**config.mk**
```make
export PLATFORM = sky130hd
export DESIGN_NAME = icesugar_iomem_ctrl
export DESIGN_NICKNAME = d
export VERILOG_FILES = /design/src/rtl/icesugar_iomem_ctrl.sv
export SDC_FILE = /design/constraint.sdc
export NUM_CORES = 1
export LEC_CHECK = 0
export ABC_AREA = 1
export BUFFER_PORTS_ARGS = -buffer_cell sky130_fd_sc_hd__clkbuf_2
export CAP_MARGIN = 20
export CELL_PAD_IN_SITES_DETAIL_PLACEMENT = 0
export CELL_PAD_IN_SITES_GLOBAL_PLACEMENT = 1
export CORE_ASPECT_RATIO = 0.75
export CORE_UTILIZATION = 29
export DETAILED_ROUTE_END_ITERATION = 8
export PLACE_DENSITY = 0.85
export SYNTH_ARGS = -nofsm -noshare
export SYNTH_HDL_FRONTEND = slang
export SYNTH_SLANG_ARGS = --single-unit
```
**constraint.sdc**
```tcl
create_clock -name clk -period 1.5 [get_ports clk]
set_clock_uncertainty 0.05 [all_clocks]
set_input_delay 0.225 -clock clk [delete_from_list [all_inputs] [get_ports clk]]
set_output_delay 0.225 -clock clk [all_outputs]
set_load 0.005 [all_outputs]
```
**src/rtl/icesugar_iomem_ctrl.sv**
```systemverilog
// -----------------------------------------------------------------------------
// icesugar_iomem_ctrl
//
// Bridges the picosoc iomem master port to up to four memory-mapped slaves.
// The window 0x03xx_xxxx is claimed and iomem_addr[23:20] selects the slot.
// Slots 0..3 go to real slaves. Slots 4..15 are answered at once with
// rdata 0 and they set the sticky bus_err flag. Addresses outside the window
// are never acknowledged.
//
// Ports
//   clk, resetn                 clock, synchronous active-low reset
//   iomem_valid/wstrb/addr/wdata  master request (a write when wstrb != 0)
//   iomem_ready, iomem_rdata    registered master response (ready: 1 cycle)
//   s_valid[3:0]                one-hot slave request, at most one bit high
//   s_wstrb, s_addr, s_wdata    slave request fields shared by all slots
//   s_ready[3:0], s_rdata[127:0]  slave responses, slot n in bits 32n+31:32n
//   bus_err                     sticky error flag, cleared only by reset
//
// Configuration
//   ICESUGAR_IOMEM_TIMEOUT_EN   when defined, an access that waits
//                               TIMEOUT_CYCLES cycles for the selected s_ready
//                               ends with rdata 0xDEAD_BEEF and sets bus_err.
//                               When undefined, ACCESS waits indefinitely.
// -----------------------------------------------------------------------------
module icesugar_iomem_ctrl #(
    parameter int unsigned TIMEOUT_CYCLES = 255
) (
    input  logic         clk,
    input  logic         resetn,
    input  logic         iomem_valid,
    input  logic [3:0]   iomem_wstrb,
    input  logic [31:0]  iomem_addr,
    input  logic [31:0]  iomem_wdata,
    output logic         iomem_ready,
    output logic [31:0]  iomem_rdata,
    output logic [3:0]   s_valid,
    output logic [3:0]   s_wstrb,
    output logic [31:0]  s_addr,
    output logic [31:0]  s_wdata,
    input  logic [3:0]   s_ready,
    input  logic [127:0] s_rdata,
    output logic         bus_err
);

    typedef enum logic [1:0] {StIdle, StAccess, StResp} state_e;

    state_e      state_q, state_d;
    logic        hold_q, hold_d;
    logic [1:0]  slot_q, slot_d;
    logic [3:0]  s_valid_q, s_valid_d;
    logic [3:0]  s_wstrb_q, s_wstrb_d;
    logic [31:0] s_addr_q, s_addr_d;
    logic [31:0] s_wdata_q, s_wdata_d;
    logic [31:0] rdata_q, rdata_d;
    logic        ready_q, ready_d;
    logic        err_q, err_d;

    logic        claim;
    logic        sel_ready;
    logic [31:0] sel_rdata;

`ifdef ICESUGAR_IOMEM_TIMEOUT_EN
    localparam logic [15:0] TimeoutLast = 16'(TIMEOUT_CYCLES - 1);
    logic [15:0] cnt_q, cnt_d;
`else
    logic unused_timeout;
    assign unused_timeout = ^TIMEOUT_CYCLES;
`endif

    assign claim     = iomem_valid && (iomem_addr[31:24] == 8'h03);
    // Only the slot being served is ever looked at; other s_ready bits are dropped.
    assign sel_ready = s_ready[slot_q];
    assign sel_rdata = s_rdata[{slot_q, 5'b0} +: 32];

    always_comb begin
        state_d   = state_q;
        hold_d    = 1'b0;
        slot_d    = slot_q;
        s_wstrb_d = s_wstrb_q;
        s_addr_d  = s_addr_q;
        s_wdata_d = s_wdata_q;
        rdata_d   = rdata_q;
        err_d     = err_q;
`ifdef ICESUGAR_IOMEM_TIMEOUT_EN
        cnt_d     = cnt_q;
`endif

        case (state_q)
            StIdle: begin
                // hold_q blocks the cycle right after RESP so the master can drop valid.
                if (claim && !hold_q) begin
                    s_addr_d  = iomem_addr;
                    s_wdata_d = iomem_wdata;
                    s_wstrb_d = iomem_wstrb;
                    if (iomem_addr[23:22] == 2'b00) begin
                        slot_d  = iomem_addr[21:20];
                        state_d = StAccess;
`ifdef ICESUGAR_IOMEM_TIMEOUT_EN
                        cnt_d   = '0;
`endif
                    end else begin
                        state_d = StResp;
                        rdata_d = '0;
                        err_d   = 1'b1;
                    end
                end
            end
            StAccess: begin
                // A ready in the same cycle as the timeout takes priority.
                if (sel_ready) begin
                    rdata_d = sel_rdata;
                    state_d = StResp;
                end
`ifdef ICESUGAR_IOMEM_TIMEOUT_EN
                else if (cnt_q == TimeoutLast) begin
                    rdata_d = 32'hDEAD_BEEF;
                    err_d   = 1'b1;
                    state_d = StResp;
                end else begin
                    cnt_d = cnt_q + 16'd1;
                end
`endif
            end
            StResp: begin
                state_d = StIdle;
                hold_d  = 1'b1;
            end
            default: state_d = StIdle;
        endcase

        ready_d   = (state_d == StResp);
        s_valid_d = (state_d == StAccess) ? 4'(4'b0001 << slot_d) : 4'b0000;
    end

    always_ff @(posedge clk) begin
        if (!resetn) begin
            state_q   <= StIdle;
            hold_q    <= 1'b0;
            slot_q    <= 2'd0;
            s_valid_q <= 4'd0;
            s_wstrb_q <= 4'd0;
            s_addr_q  <= 32'd0;
            s_wdata_q <= 32'd0;
            rdata_q   <= 32'd0;
            ready_q   <= 1'b0;
            err_q     <= 1'b0;
`ifdef ICESUGAR_IOMEM_TIMEOUT_EN
            cnt_q     <= 16'd0;
`endif
        end else begin
            state_q   <= state_d;
            hold_q    <= hold_d;
            slot_q    <= slot_d;
            s_valid_q <= s_valid_d;
            s_wstrb_q <= s_wstrb_d;
            s_addr_q  <= s_addr_d;
            s_wdata_q <= s_wdata_d;
            rdata_q   <= rdata_d;
            ready_q   <= ready_d;
            err_q     <= err_d;
`ifdef ICESUGAR_IOMEM_TIMEOUT_EN
            cnt_q     <= cnt_d;
`endif
        end
    end

    assign iomem_ready = ready_q;
    assign iomem_rdata = rdata_q;
    assign s_valid     = s_valid_q;
    assign s_wstrb     = s_wstrb_q;
    assign s_addr      = s_addr_q;
    assign s_wdata     = s_wdata_q;
    assign bus_err     = err_q;

endmodule

```
---- After elaboration in Yosys (flattened, before gate mapping) ----
Cells that the tools add are included.
storage, ports and cells
  flip-flop bits (word level) ............. 111
  bits of input ports ..................... 203
  logic and storage cells ................. 46
operators by class
  $lt $le $gt $ge ......................... 1
  equality and inequality tests ........... 8
  shifts and indexed selects .............. 2
  muxes and demuxes ....................... 14
  bitwise logic cells ..................... 1
  reduce and logical (&&, ||, !) cells .... 10
operators with widths
  cell                                                                    number
  128-bit by 8-bit variable part select with 32-bit output                1
  32-bit 2-to-1 mux                                                       3
  32-bit case mux with 2 select lines                                     1
  2-bit 2-to-1 mux                                                        6
  8-bit by 2-bit equality test with 1-bit output (second input constant)  1
  2-bit inequality test (second input constant)                           3
  2-bit by 1-bit equality test with 1-bit output (second input constant)  2
  2-bit equality test (second input constant)                             2
  2-bit zero test                                                         2
  2-bit case mux with 2 select lines                                      1
  2-bit AND reduction                                                     2
  4-bit AND reduction                                                     1
  1-bit by 2-bit << shifter with 4-bit output (first input constant)      1
  2-bit by 3-bit < comparator with 1-bit output (second input constant)   1
  3-bit AND reduction                                                     1
  1-bit binary-select mux with 2-bit select                               1
  1-bit logical AND                                                       2
  1-bit 2-to-1 mux                                                        2
  2-bit nonzero test                                                      1
  1-bit zero test                                                         1
  1-bit NOT                                                               1

---- Logic depth before layout (Yosys ltp) ----
  depth in word-level cells ............... 7
  mapped depth ............................ 11
  gate-level depth less buffers ........... 10

---- Worst setup path before layout ----
Ideal clock, no wire load.
  kind .................................... flip-flop to flip-flop
  start ................................... register slot_q[0]
  end ..................................... register rdata_q[12], in the netlist iomem_rdata[12]
  setup time .............................. 113 ps
  data arrival time ....................... 1138 ps
  path slack .............................. 199 ps
  cell stages (with the launch flop) ...... 10
  path buffers ............................ 2
  period minus slack after synthesis ...... 1301 ps
  path through ............................ dfxtp_1 inv_2 buf_6 nand2_4 nand3_4 nand3_4 nand2_4 buf_8 nand3_2 nand2_1
on the way
  cells in the longest elaborated chain, start to end .. 4
  elaborated cells between the ends (all ways) .. 7
  those cells by class .................... eq/ne (1); shift (1); mux (4); reduce/logical (1)
RTL lines
  item                                                                                              line  source
  start: declaration                                                                                49    logic [1:0] slot_q, slot_d;
  start signal: assignment                                                                          153   slot_q <= slot_d;
  branches (longest 4 deep; another with 128-bit by 8-bit variable part select with 32-bit output)  --
  end signal: assignment                                                                            158   rdata_q <= rdata_d;
  end: declaration                                                                                  54    logic [31:0] rdata_q, rdata_d;
Several ways; the timed one is not identified. The select of a mux whose other input is x is not followed.
A chain may end at the register's enable or synchronous reset.

---- Worst setup path after layout ----
  start ................................... register slot_q[0]
  end ..................................... register rdata_q[1], in the netlist iomem_rdata[1]
Same word-level chain as after synthesis.

==> metrics.yaml <==
io_pins: 309
yosysTopAreaCell: "dfxtp_1"
met2_usage_pct: 32.0
vias: 5856
min_from: "iomem_wstrb[3]"
coreArea_um2: 17700
fin_crit_sh_pct: 98.2
end_kind: "register"
fin_nets: 1251
htreeDepth: 3
area_growth_pct: 48.8
diodes: 0
totalNegativeSetupSlack_ns: 0
drtIter0Drc: 339
routed_via_density: 4.52
r2r_end: "iomem_rdata[1]$_SDFFE_PN0P_"
syn_inst: 746
setup_viol: 0
drive_above_1_share_pct: 39.8
synth_top_area_share_pct: 42.4
holdWs_ns: 0.0362
syn_nets: 949
use_met1_pct: 23.0
antenna_found_initial: 0
place.gp.congestion: 0.756
die_x_um: 157
min_to: "s_wstrb[3]$_SDFFE_PN0P_"
rr_worst_depth: 9
grt.busiest_layer: "met2"
critPathLaunchType: "register"
clk-insertion-delay-late_ns: 0.35
clk_pin_slew_worst_paths_ns: 0.08
start_util_pct: 29.7
crit_top_cell: "nand3_4"
post-dp-hpwl_um: 13000
synth_flop_cell: "dfxtp_1"
r2r_slack_ns: 0.03
max_freq_ghz: 0.679
p_leak_uw: 0.00388
holdPathStages: 3
routed_wl_um: 18800
die_h_um: 118
wl_per_cell_um: 14.5
nFillCells: 1864
hp-class: "in2reg"
grt_max_degree: 52
required_ns: 1.70
clock-sinks: 111
cts_tree: "built"
ys_ff_latch: 111
worst_ir_drop_vdd_v: 0.000591
cts-root-buf: "clkbuf_16"
cpLargestDelayFamily: "simple AND/OR/NAND/NOR gates"
timing.slew.headroom_pct: 69.2
p_total_uw: 5890
drtPass1Iterations: 4
fp.dieArea_um2: 18600
grt_pass1_vias: 5460
num_rows: 42
synthTopCellsByArea: "dfxtp_1, nor2_1, o21ai_0"
cp_max_fo: 8
fin_crit_ns: 1.47
portBuffers: 308
avgSynthCellArea_um2: 7.02
grt_pass1_wl_um: 27900
hold_viol_final: 0
worstSetupPathType: "reg2reg"
grt_usage_pct: 19.0
worst_pin_slew_ns: 0.461
cpPeakStageDelay_ns: 0.44
powerDensity_nw_per_um2: 756
outcome: "finished, final reports clean"
regToRegStartpoint: "slot_q[0]$_SDFF_PN0_"
place_area_um2: 7120
finalMaxSlewViolations: 0
final_area_um2: 7790
grt_util_met3_pct: 6.82
ys_types: 25
yosysWarnings: 0
synth_edf_count: 0
ys_top_cells_by_count: "nor2_1, o21ai_0, dfxtp_1"
finish.utilization_pct: 44.1
ys_seq_area_share_pct: 42.4
critPathArrivalTime_ns: 1.67
clk_path_buf_depth: 2
final_antenna_net_count: 0
numCtsBuffers: 9
overflow: 0
post-route-drc-count: 0
cp_num_buf_inv: 3
worst_path_max_delay_cell: "dfxtp_4"
worstPathCellList: "inv_8 > buf_12 > nand2_4 > nand3_4 > nand3_4 > nand2_8 > clkbuf_16 > nand3_2 > nand2_1"
grt_setup_unrepaired: "yes"
netlist_area_um2: 5240
async_reset_ff_share_pct: 0
cap_violations: 0
synth_most_common_cell: "nor2_1"
-- metrics by stage --
step	cells	setup slack, ns
6_report	1295	0.0275
5_1_grt	1295	-0.0508
4_1_cts	1286	0.00677
3_5_place_dp	1265	-0.0718
3_3_place_gp	1265	-0.0367
2_1_floorplan	746	0.199
-- cells by family after synthesis --
logic type,count (synthesis),synth area share [%]
flops,111,42.4
simple gates,401,34.8
buf+inv,74,7.29
compound gates,160,15.5
-- where the power goes --
group | total, µW | switching (µW) | internal, µW
Sequential | 2940 | 1.86 | 2940
Combinational | 419 | 187 | 233
Clock | 2530 | 1200 | 1330
Total | 5890 | 1380 | 4510
-- worst max-delay path by stage --
| stage | start | to | slack (ns) | cells after the start |
|---|---|---|---|---|
| 4_1_cts | slot_q[0]$_SDFF_PN0_ | iomem_rdata[5]$_SDFFE_PN0P_ | 0.007 | 9 |
| 3_3_place_gp | slot_q[0]$_SDFF_PN0_ | iomem_rdata[9]$_SDFFE_PN0P_ | -0.04 | 8 |
| 3_5_place_dp | slot_q[0]$_SDFF_PN0_ | iomem_rdata[9]$_SDFFE_PN0P_ | -0.07 | 8 |
| 5_1_grt | slot_q[0]$_SDFF_PN0_ | iomem_rdata[1]$_SDFFE_PN0P_ | -0.05 | 9 |
| 6_report | slot_q[0]$_SDFF_PN0_ | iomem_rdata[1]$_SDFFE_PN0P_ | 0.03 | 9 |
| 2_1_floorplan | slot_q[0]$_SDFF_PN0_ | iomem_rdata[12]$_SDFFE_PN0P_ | 0.20 | 9 |
-- metal layers --
metal	wire length (µm)	share of wire, %
met2	8430	45
met3	1540	8.2
met1	8580	46
met4	221	1.2
met5	0	0
-- tightest hold or removal path: cells and delay by family --
family                 cells  cell delay (ns)
and+or+nand+nor            2             0.11
buffers and inverters      1             0.08
-- what timing repair did --
item,CTS,global route
hold buffers,0,0
gates cloned,2,5
resized for setup,6,22
setup endpoints to repair,35,37
setup buffers,3,4
pin swaps,0,9
-- registers in the layout, indices dropped and copies added, names as in the netlist --
name and count:
bus_err 1, s_addr 32, s_wdata 32, iomem_rdata 32, s_valid 4, state_q 2
hold_q 1, iomem_ready 1, s_wstrb 4, slot_q 2
-- layout by cell type (no fill, tap or decap), drive strengths merged, types with 3 or more instances in the layout --
cell | synthesis | final
clkbuf | 33 | 321
a21oi | 37 | 37
dfxtp | 111 | 111
nand3 | 38 | 38
nand2 | 62 | 62
nand4 | 33 | 33
buf | 28 | 39
clkinv | 0 | 3
inv | 13 | 15
o21ai | 123 | 123
nor2 | 267 | 267
-- area by class of cell --
cell class | instances | area, µm² | area share (%)
Multi-Input combinational cell | 561 | 2700 | 34.7
Inverter | 13 | 61.3 | 0.787
Clock buffer | 9 | 225 | 2.89
Sequential cell | 111 | 2230 | 28.6
Tap cell | 242 | 303 | 3.88
Timing Repair Buffer | 352 | 2180 | 28.0
Clock inverter | 7 | 88.8 | 1.14
(Power assumes the default switching activity.)
